### config.mk
export PLATFORM = sky130hd
export DESIGN_NAME = iter_mdu
export DESIGN_NICKNAME = d
export VERILOG_FILES = /design/src/rtl/iter_mdu.sv
export SDC_FILE = /design/constraint.sdc
export NUM_CORES = 1
export LEC_CHECK = 0
export ABC_CLOCK_PERIOD_IN_PS = 4000
export BUFFER_PORTS_ARGS = -buffer_cell sky130_fd_sc_hd__buf_2
export CAP_MARGIN = 20
export CORE_MARGIN = 3
export CORE_UTILIZATION = 30
export DETAILED_ROUTE_END_ITERATION = 6
export HOLD_SLACK_MARGIN = 0.03
export PLACE_DENSITY = 0.45
export SLEW_MARGIN = 0
export SYNTH_ARGS = -nofsm -noshare
export SYNTH_HDL_FRONTEND = slang
export SYNTH_SLANG_ARGS = --single-unit
### constraint.sdc
create_clock -name clk -period 4 [get_ports clk]
set_input_delay 0.8 -clock clk [delete_from_list [all_inputs] [get_ports clk]]
set_output_delay 0.8 -clock clk [all_outputs]
set_load 0.03 [all_outputs]
### src/rtl/iter_mdu.sv
// Iterative multiply/divide unit with HI/LO result registers.
// One bit per cycle over WIDTH cycles, then a sign-fix/writeback cycle.
module iter_mdu #(
  parameter int unsigned WIDTH = 32
) (
  input  logic             clk,
  input  logic             rst_n,
  input  logic             start,
  input  logic [2:0]       op,
  input  logic [WIDTH-1:0] a,
  input  logic [WIDTH-1:0] b,
  output logic             busy,
  output logic             done,
  output logic [WIDTH-1:0] hi,
  output logic [WIDTH-1:0] lo
);

  localparam int unsigned CNT_W = $clog2(WIDTH + 1);
  localparam logic [CNT_W-1:0] LAST_ITER = CNT_W'(WIDTH - 1);

  localparam logic [2:0] OP_MULT  = 3'b000;
  localparam logic [2:0] OP_MULTU = 3'b001;
  localparam logic [2:0] OP_DIV   = 3'b010;
  localparam logic [2:0] OP_DIVU  = 3'b011;
  localparam logic [2:0] OP_MTHI  = 3'b100;
  localparam logic [2:0] OP_MTLO  = 3'b101;

  typedef enum logic [1:0] {
    S_IDLE,
    S_CALC,
    S_FIX
  } state_t;

  state_t state, state_next;

  logic             accept_arith;
  logic             move_hi;
  logic             move_lo;

  logic [CNT_W-1:0] cnt;
  logic             is_div_q;
  logic             neg_q;
  logic             rem_neg_q;
  logic             dz_q;
  logic [WIDTH-1:0] a_q;
  logic [WIDTH-1:0] mag_b;
  logic [WIDTH-1:0] p_hi;
  logic [WIDTH-1:0] p_lo;

  // Next-state and request decode
  always_comb begin
    state_next   = state;
    accept_arith = 1'b0;
    move_hi      = 1'b0;
    move_lo      = 1'b0;
    case (state)
      S_IDLE: begin
        if (start) begin
          case (op)
            OP_MULT, OP_MULTU, OP_DIV, OP_DIVU: begin
              accept_arith = 1'b1;
              state_next   = S_CALC;
            end
            OP_MTHI: move_hi = 1'b1;
            OP_MTLO: move_lo = 1'b1;
            default: ;
          endcase
        end
      end
      S_CALC: begin
        if (cnt == LAST_ITER) state_next = S_FIX;
      end
      S_FIX: state_next = S_IDLE;
      default: state_next = S_IDLE;
    endcase
  end

  always_ff @(posedge clk) begin
    if (!rst_n) begin
      state <= S_IDLE;
      busy  <= 1'b0;
      done  <= 1'b0;
    end else begin
      state <= state_next;
      busy  <= (state_next != S_IDLE);
      done  <= (state == S_FIX);
    end
  end

  always_ff @(posedge clk) begin
    if (!rst_n) begin
      cnt <= '0;
    end else if (accept_arith || state == S_FIX) begin
      cnt <= '0;
    end else if (state == S_CALC) begin
      cnt <= cnt + CNT_W'(1);
    end
  end

  // Operand conditioning: the core works on magnitudes, signs are restored in FIX
  logic             op_signed;
  logic             sign_a;
  logic             sign_b;
  logic [WIDTH-1:0] abs_a;
  logic [WIDTH-1:0] abs_b;

  always_comb begin
    op_signed = ~op[0];
    sign_a    = op_signed & a[WIDTH-1];
    sign_b    = op_signed & b[WIDTH-1];
    abs_a     = sign_a ? (~a + WIDTH'(1)) : a;
    abs_b     = sign_b ? (~b + WIDTH'(1)) : b;
  end

  // One iteration: shift-add multiply or restoring divide sharing p_hi/p_lo
  logic [WIDTH:0]   add_sum;
  logic [WIDTH:0]   shl_rem;
  logic [WIDTH:0]   sub_diff;
  logic [WIDTH-1:0] hi_step;
  logic [WIDTH-1:0] lo_step;

  always_comb begin
    add_sum  = {1'b0, p_hi} + (p_lo[0] ? {1'b0, mag_b} : {(WIDTH + 1){1'b0}});
    shl_rem  = {p_hi, p_lo[WIDTH-1]};
    sub_diff = shl_rem - {1'b0, mag_b};
    hi_step  = add_sum[WIDTH:1];
    lo_step  = {add_sum[0], p_lo[WIDTH-1:1]};
    if (is_div_q) begin
      if (!sub_diff[WIDTH]) begin
        hi_step = sub_diff[WIDTH-1:0];
        lo_step = {p_lo[WIDTH-2:0], 1'b1};
      end else begin
        hi_step = shl_rem[WIDTH-1:0];
        lo_step = {p_lo[WIDTH-2:0], 1'b0};
      end
    end
  end

  always_ff @(posedge clk) begin
    if (!rst_n) begin
      is_div_q  <= 1'b0;
      neg_q     <= 1'b0;
      rem_neg_q <= 1'b0;
      dz_q      <= 1'b0;
      a_q       <= '0;
      mag_b     <= '0;
      p_hi      <= '0;
      p_lo      <= '0;
    end else if (accept_arith) begin
      is_div_q  <= op[1];
      neg_q     <= sign_a ^ sign_b;
      rem_neg_q <= sign_a;
      dz_q      <= (b == '0);
      a_q       <= a;
      mag_b     <= abs_b;
      p_hi      <= '0;
      p_lo      <= abs_a;
    end else if (state == S_CALC) begin
      p_hi <= hi_step;
      p_lo <= lo_step;
    end
  end

  // Sign correction and special cases applied at writeback
  logic [2*WIDTH-1:0] prod;
  logic [2*WIDTH-1:0] prod_neg;
  logic [WIDTH-1:0]   res_hi;
  logic [WIDTH-1:0]   res_lo;

  always_comb begin
    prod     = {p_hi, p_lo};
    prod_neg = ~prod + (2 * WIDTH)'(1);
    if (dz_q && is_div_q) begin
      res_hi = a_q;
      res_lo = '1;
    end else if (is_div_q) begin
      res_hi = rem_neg_q ? (~p_hi + WIDTH'(1)) : p_hi;
      res_lo = neg_q ? (~p_lo + WIDTH'(1)) : p_lo;
    end else begin
      res_hi = neg_q ? prod_neg[2*WIDTH-1:WIDTH] : prod[2*WIDTH-1:WIDTH];
      res_lo = neg_q ? prod_neg[WIDTH-1:0] : prod[WIDTH-1:0];
    end
  end

  always_ff @(posedge clk) begin
    if (!rst_n) begin
      hi <= '0;
      lo <= '0;
    end else if (state == S_FIX) begin
      hi <= res_hi;
      lo <= res_lo;
    end else begin
      if (move_hi) hi <= a;
      if (move_lo) lo <= a;
    end
  end

endmodule

---- Yosys cells after proc, flatten, opt, wreduce, memory -nomap -nowiden ----
Index checks and enable logic that the tools add are counted.
W data, S select, Z words.
storage, ports and cells
  register bits ........................... 206
  output and inout port bits .............. 66
  logic and storage cells ................. 86
  bits of input ports ..................... 70
operators by class
  reduce and logical (&&, ||, !) cells .... 12
  bitwise logic cells ..................... 10
  $add $sub $neg .......................... 8
  mux-type cells .......................... 34
  equal/unequal tests ..................... 8
operators by type and width
  cell                     number
  $mux W32                 20
  $add A32 B1 Y32 const B  4
  $not A32 Y32             4
  $add A64 B1 Y64 const B  1
  $not A64 Y64             1
  $add A32 B32 Y33         1
  $sub A33 B32 Y33         1
  $logic_not A32 Y1        1
  $mux W1                  10
  $reduce_bool A2 Y1       4
  $add A6 B1 Y6 const B    1
  $eq A3 B2 Y1 const B     2
  $eq A3 B3 Y1 const B     2
  $eq A6 B5 Y1 const B     1
  $mux W2                  3
  $pmux W2 S2              1
  $reduce_or A2 Y1         2
  $reduce_or A4 Y1         1
  $eq A3 B1 Y1 const B     1
  $logic_not A3 Y1         1
  $and A1 B1 Y1            2
  $eq A2 B1 Y1 const B     1
  $eq A2 B2 Y1 const B     1
  $logic_not A2 Y1         1
  4 further kinds          5

---- Logic depth before layout (Yosys ltp) ----
Gate-level depths: netlist (run 1).
  depth in word-level cells ............... 7
  gate-level depth with buffers ........... 14
  gate-level depth less buffers ........... 12

---- Least setup slack after synthesis (run 1) ----
OpenSTA, ideal clock, no wires.
  path type ............................... flip-flop to flip-flop
  start ................................... register p_hi[0]
  end ..................................... register p_hi[21]
  stages on the path, launching flop included .. 13
  clock period less this slack ............ 3.374 ns
  buffers on the path ..................... 1
  setup slack ............................. 0.626 ns
  library setup time ...................... 0.123 ns
  arrival time ............................ 3.251 ns
  data required time ...................... 3.877 ns
  path through ............................ dfxtp_1 -> clkbuf_1 -> inv_1 -> fa_1 -> nand2b_1 -> a21o_1 -> a32o_1 -> a2111oi_0 -> nand3b_1 -> xor2_4 -> mux2_2 -> a221oi_1 -> nor2_1
between the ends
  word-level cells in the longest chain between the ends .. 3
ends and longest elaborated chain
  what                    RTL line  source
  from (decl)             47        logic [WIDTH-1:0] p_hi;
  from (signal assigned)  159       p_hi <= hi_step;
  $sub A33 B32 Y33        125       sub_diff = shl_rem - {1'b0, mag_b};
  $mux W32                129       if (!sub_diff[WIDTH]) begin
  $mux W32 (*)            128       if (is_div_q) begin
Mark *: on every way between the ends. The rest lies on a longest branch, timed or not.
A chain may end at the register's enable or synchronous reset.

---- Worst setup path after layout (run 1) ----
  start ................................... register p_lo[31]
  end ..................................... register p_hi[31]
between the ends
  word-level cells in the longest chain between the ends .. 3
ends and longest elaborated chain
  what                    RTL line  source
  from (decl)             48        logic [WIDTH-1:0] p_lo;
  from (signal assigned)  157       p_lo <= abs_a;
  from (signal assigned)  160       p_lo <= lo_step;
  $sub A33 B32 Y33        125
  $mux W32                129
  $mux W32                128
Every way passes these cells.

==> results of run 1 <==
-- flip-flops by register name, summed over array words and instances (netlist names) --
name and cells:
lo 32, p_hi 32, a_q 32, p_lo 32
dz_q 1, rem_neg_q 1, cnt 6, state 2
done 1, mag_b 32, is_div_q 1, neg_q 1
hi 32, busy 1
-- layout make-up --
| cell class | instances | area (µm²) | area share |
|---|---|---|---|
| repair buffers | 207 | 1270 | 0.0693 |
| inverters | 63 | 236 | 0.0129 |
| multi-input cells | 1624 | 10800 | 0.590 |
| flip-flops and latches | 206 | 4130 | 0.225 |
| clock buffers | 37 | 806 | 0.0440 |
| well taps | 680 | 851 | 0.0465 |
| clock inverters | 17 | 218 | 0.0119 |
-- cell usage in the layout, fill, tap and decap left out, types with 41 or more instances in the layout --
master,Yosys,routed
mux2_2,41,41
o21ai_0,163,163
xor2_1,77,77
buf_2,4,134
mux2i_1,43,43
a21oi_1,171,171
buf_4,1,69
nand2_1,222,222
nor2_1,146,144
ha_1,69,69
nor3_1,54,53
inv_1,62,62
a21boi_0,41,41
dfxtp_1,206,205
xnor2_1,74,74
-- metal layers --
layer  vias up  routed length, µm
li1       7649                  -
met1      7704              28700
met2       431              28600
met3        64               2770
met4         0               1610
met5         -                  0
-- metrics by stage --
| stage | utilization | worst slack (ns) |
|---|---|---|
| floorplan | - | 0.626 |
| global placement | 0.336 | 0.505 |
| detailed placement | 0.336 | 0.421 |
| CTS | 0.355 | 0.378 |
| global route | 0.355 | 0.122 |
| finish | 0.355 | 0.377 |
-- worst max path at each step --
| stage | start | endpoint | slack [ns] | cells after the start |
|---|---|---|---|---|
| CTS | p_lo[31] | p_hi[31] | 0.38 | 13 |
| floorplan | p_hi[0] | p_hi[21] | 0.63 | 12 |
| global route | p_lo[0] | p_hi[28] | 0.12 | 13 |
| global placement | p_lo[31] | p_hi[31] | 0.50 | 13 |
| finish | p_lo[31] | p_hi[31] | 0.38 | 13 |
| detailed placement | p_lo[31] | p_hi[31] | 0.42 | 13 |
-- report_power, final --
group / internal (mW) / switching [mW]
Sequential: 2.15 / 0.126
Combinational: 0.695 / 1.08
Clock: 1.69 / 1.10
-- logic make-up after synthesis --
logic type | count (synthesis) | share of synthesized area
AOI/OAI and AO/OA | 701 | 0.299
and+or+nand+nor | 616 | 0.187
buffers and inverters | 206 | 0.0517
DFF | 206 | 0.263
xor gates and xnor gates | 152 | 0.0860
muxes | 84 | 0.0568
adders and majority gates | 71 | 0.0575
-- critical path: cells and delay by family, from the launching register on --
family / cells / cell delay [ns]
and+or+nand+nor: 2 / 0.44
muxes: 1 / 0.36
DFF: 1 / 0.33
AOI/OAI and AO/OA: 5 / 1.17
xor gates and xnor gates: 1 / 0.23
adders and majority gates: 2 / 0.62
buffers and inverters: 2 / 0.33
==> qor.txt, run 1 <==
outcome: finished, final reports clean
Hold Crit Depth: 2
Synth Net Count: 2177
GRT Residual Overflow: 0
CTS Sinks: 206
WL/cell: 21.8 µm
Root Driver: clkbuf_16
Setup crit end kind: register
Final Net Count: 2272
worst hold slack: 0.463 ns
post-synth top area share: 0.263
Clock Skew: 0.0195 ns
initial antenna violation count: 0
Peak Freq: 276 MHz
number of enable flip-flop cells after synthesis: 0
Area growth, synth to finish: 16.6%
count leader, synth: nand2_1
area leader, netlist: dfxtp_1
total power: 6.84 mW
antenna-violating nets left: 0
Fillers: 5500
Hold EP: a_q[7]
Worst setup SP type: register
Finished Layout Cells: 2834
Synth Cell Area: 15700 µm²
actual slew at the worst max-slew pin: 1.03 ns
Post-Syn Instances: 2036
cts hold-fix bufs: 0
Synth cell types: 86
vias in the first global route: 15400
final setup fails: 0
Global Route Usage Sum: 0.214
Chip Width: 235 µm
Vias/cell: 5.59
fin crit share: 0.906
Die ar.: 55100 µm²
H-tree Lvls: 1
setup TNS: 0 ns
number of buffers added on ports: 135
yosys warns: 0
routed wire length: 61.7 mm
FF-to-FF Start: p_lo[31]
fin crit period: 3.62 ns
CTS tree: yes
FF-to-FF End: p_hi[31]
DP Wirelength: 46.0 mm
I/O pins: 136
Die Height: 235 µm
Starting Density: 0.305
Antenna Cells: 0
GPL Wtd Cong: 0.907
vias: 15800
first-pass GRT wire length: 94.7 mm
site row count: 83
register bit total from synthesis: 206
RSZ-0062 raised after global routing: false
CTS Buf Count: 29
clock-pin slew on the worst setup and hold paths: 0.06 ns
critical path fanouts, max: 35
largest net degree at the start of global routing: 89
Critical-path top delay cell: fa_1
HP Class: reg2reg
met3 Track Usage GR: 0.0218
VDD IR max: 0.367 mV
clock tree buffer depth: 3
Avg Inst Size Synth: 7.71 µm²
sequential fraction of the synthesis area: 0.263
Area after DPL: 17300 µm²
CP max stage delay: 0.40 ns
core area: 51500 µm²
CP Class: reg2reg
Power Density: 373 nW/µm²
post-route cell area: 18300 µm²
R2R Setup Slk: 0.38 ns
DRC Markers: 0
GR Util met2: 0.359
Synth async-reset ratio: 0
worst-skew pair later-pin latency: 0.59 ns
worst r2r path cells: 13
Lkg Pwr: 7.78 nW
Max-cap violations: 0
critical-path cell list: inv_1 > ha_1 > fa_1 > nand2b_1 > a21o_1 > a32o_1 > a2111oi_0 > nand3b_1 > xor2_4 > buf_12 > mux2_2 > o31ai_1 > a21oi_1
hold path startpoint: a_q[7]
Worst slew margin: 0.316
Post-synth top flop: dfxtp_1
WP data required: 4.45 ns
GR peak layer: met2
share of cells above drive strength 1: 0.161
Pins Over Slew Limit: 0
CP Data Arrival Time: 4.08 ns
top post-synthesis cells by count: nand2_1, dfxtp_1, a21oi_1
met1 Usage GRT: 0.294
post-CTS sizing: 0
Synth area leaders: dfxtp_1, ha_1, a21oi_1
final hold viol count: 0
Inst Count DP: 2780
1st-pass router iterations: 6
DR iter-0 viols: 1176
post-CTS setup buffers: 0
No activity file was read; power rests on OpenSTA's default activity.
==> run 2: changes to the inputs <==
Settings changed: ABC_CLOCK_PERIOD_IN_PS 4000 to 3060, BUFFER_PORTS_ARGS -buffer_cell sky130_fd_sc_hd__buf_2 to not set, DONT_BUFFER_PORTS set to 1, PLACE_DENSITY 0.45 to 0.44.
Clock period 4 ns to 3.06 ns, I/O delays scaled along.
==> qor.txt, run 2 (synthesized netlist as in run 1, its figures left out) <==
RSZ-0062 raised after global routing: true
WP data required: 3.50 ns
DP Wirelength: 48.5 mm
largest net degree at the start of global routing: 173
Final Net Count: 2349
Max-cap violations: 0
1st-pass router iterations: 5
CP max stage delay: 0.34 ns
DR iter-0 viols: 1117
clock tree buffer depth: 3
Die ar.: 55100 µm²
vias in the first global route: 15800
Vias/cell: 5.58
final hold viol count: 0
actual slew at the worst max-slew pin: 0.820 ns
cts hold-fix bufs: 0
GRT Residual Overflow: 0
worst path bufs/invs: 3
first-pass GRT wire length: 98.2 mm
vias: 16200
outcome: finished with violations
Worst setup SP type: register
Starting Density: 0.305
routed wire length: 64.6 mm
Reg area: 4130 µm²
Global Route Usage Sum: 0.223
Critical-path top delay cell: fa_2
share of cells above drive strength 1: 0.231
Peak Freq: 316 MHz
VDD IR max: 0.387 mV
CP Class: reg2reg
WL/cell: 22.2 µm
number of buffers added on ports: 0
HP Class: in2reg
Antenna Cells: 0
failing checks: setup timing
Clock Skew: 0.0210 ns
Root Driver: clkbuf_16
clock-pin slew on the worst setup and hold paths: 0.06 ns
final setup fails: 22
final core occ: 0.383
Power Density: 451 nW/µm²
Setup crit end kind: register
area of the multi-input gates: 11300 µm²
CTS tree: yes
H-tree Lvls: 1
fin crit share: 1.03
Inst Count DP: 2844
CTS Sinks: 206
site row count: 83
I/O pins: 136
critical-path cell list: inv_2 > ha_4 > fa_2 > nand2b_4 > a21o_1 > a32o_2 > a2111oi_4 > nand3b_1 > xor2_4 > buf_4 > clkbuf_16 > mux2i_2 > o22ai_2
critical path fanouts, max: 12
DRC Markers: 0
worst-skew pair later-pin latency: 0.58 ns
initial antenna violation count: 1
CP Data Arrival Time: 3.60 ns
Die Height: 235 µm
CTS Buf Count: 27
Worst slew margin: 0.454
Fillers: 5421
commonest non-fill, non-tap cell in the layout: buf_4
antenna-violating nets left: 0
setup ws final: -0.105 ns
Finished Layout Cells: 2908
Lkg Pwr: 8.23 nW
core area: 51500 µm²
GPL Wtd Cong: 0.906
Pins Over Slew Limit: 0
CP top delay family: compound AO/OA/AOI/OAI gates
fin crit period: 3.17 ns
most frequent cells in the layout: buf_4, nand2_1, dfxtp_1, a21oi_1, o21ai_0
Area growth, synth to finish: 25.5%
Chip Width: 235 µm
## run 2: cell count changes in the layout (fill, tap and decap cells not counted), moves of 7 or more
cell	before	now
buf_4	69	269
buf_2	134	0
a21oi_1	171	160
a21oi_2	0	11
ha_1	69	59
o21ai_0	163	154
a211oi_1	26	18
a211oi_2	1	9
nor2_1	144	136
buf_6	0	7
ha_4	0	7
mux2_2	41	34
mux2_4	0	7
## run 2: cell type report
| class | instances | area share |
|---|---|---|
| Tap cell | 680 | 0.0432 |
| Sequential cell | 206 | 0.210 |
| Clock inverter | 6 | 0.00228 |
| Clock buffer | 43 | 0.0409 |
| Timing Repair Buffer | 286 | 0.117 |
| Multi-Input combinational cell | 1624 | 0.575 |
| Inverter | 63 | 0.0121 |
## run 2: layer usage
metal,share of wire,vias to the layer above,track usage
met4,0.030,0,0.0631
met1,0.44,7893,0.286
met2,0.49,429,0.391
li1,-,7807,-
met5,0,-,0
met3,0.047,98,0.0286
## run 2: final timing paths
kind	start	end	slack (ns)	cells after the start
worst max-delay path	p_lo[31]	p_hi[14]	-0.11	13
worst max register to register	p_lo[31]	p_hi[14]	-0.11	13
worst min-delay path	a[11]	p_lo[11]	0.12	1
worst min register to register	a_q[18]	a_q[18]	0.46	2
## run 2: worst reg2reg max path, cell delays in order, from the launching register on
cell and delay, ns:
dfxtp_2 0.33, inv_2 0.05, ha_4 0.16, fa_2 0.34, nand2b_4 0.15, a21o_1 0.17, a32o_2 0.30, a2111oi_4 0.30
nand3b_1 0.24, xor2_4 0.25, buf_4 0.16, clkbuf_16 0.17, mux2i_2 0.28, o22ai_2 0.15
## run 2: timing repair
action / CTS / global route
pin swaps: 16 / 40
gates resized for setup: 45 / 74
cloned: 0 / 2
endpoints found under the setup margin: 38 / 41
setup buffers: 2 / 13
## run 2: through the flow
step	total power [mW]	TNS (ns)	hold WS, ns	worst slack [ns]	instance area [µm²]
floorplan	4.64	-0.526	0.433	-0.0815	15800
global placement	5.56	-2.42	0.447	-0.158	18200
detailed placement	5.57	-5.37	0.454	-0.273	18200
CTS	8.80	-1.66	0.0891	-0.115	19200
global route	9.31	-4.15	0.102	-0.190	19700
finish	8.89	-1.17	0.117	-0.105	19700
## run 2: report_power, final
group	switching, mW	total [mW]	internal (mW)
combinational	1.46	2.76	1.30
sequential	0.174	2.99	2.82
clock	1.34	3.14	1.80
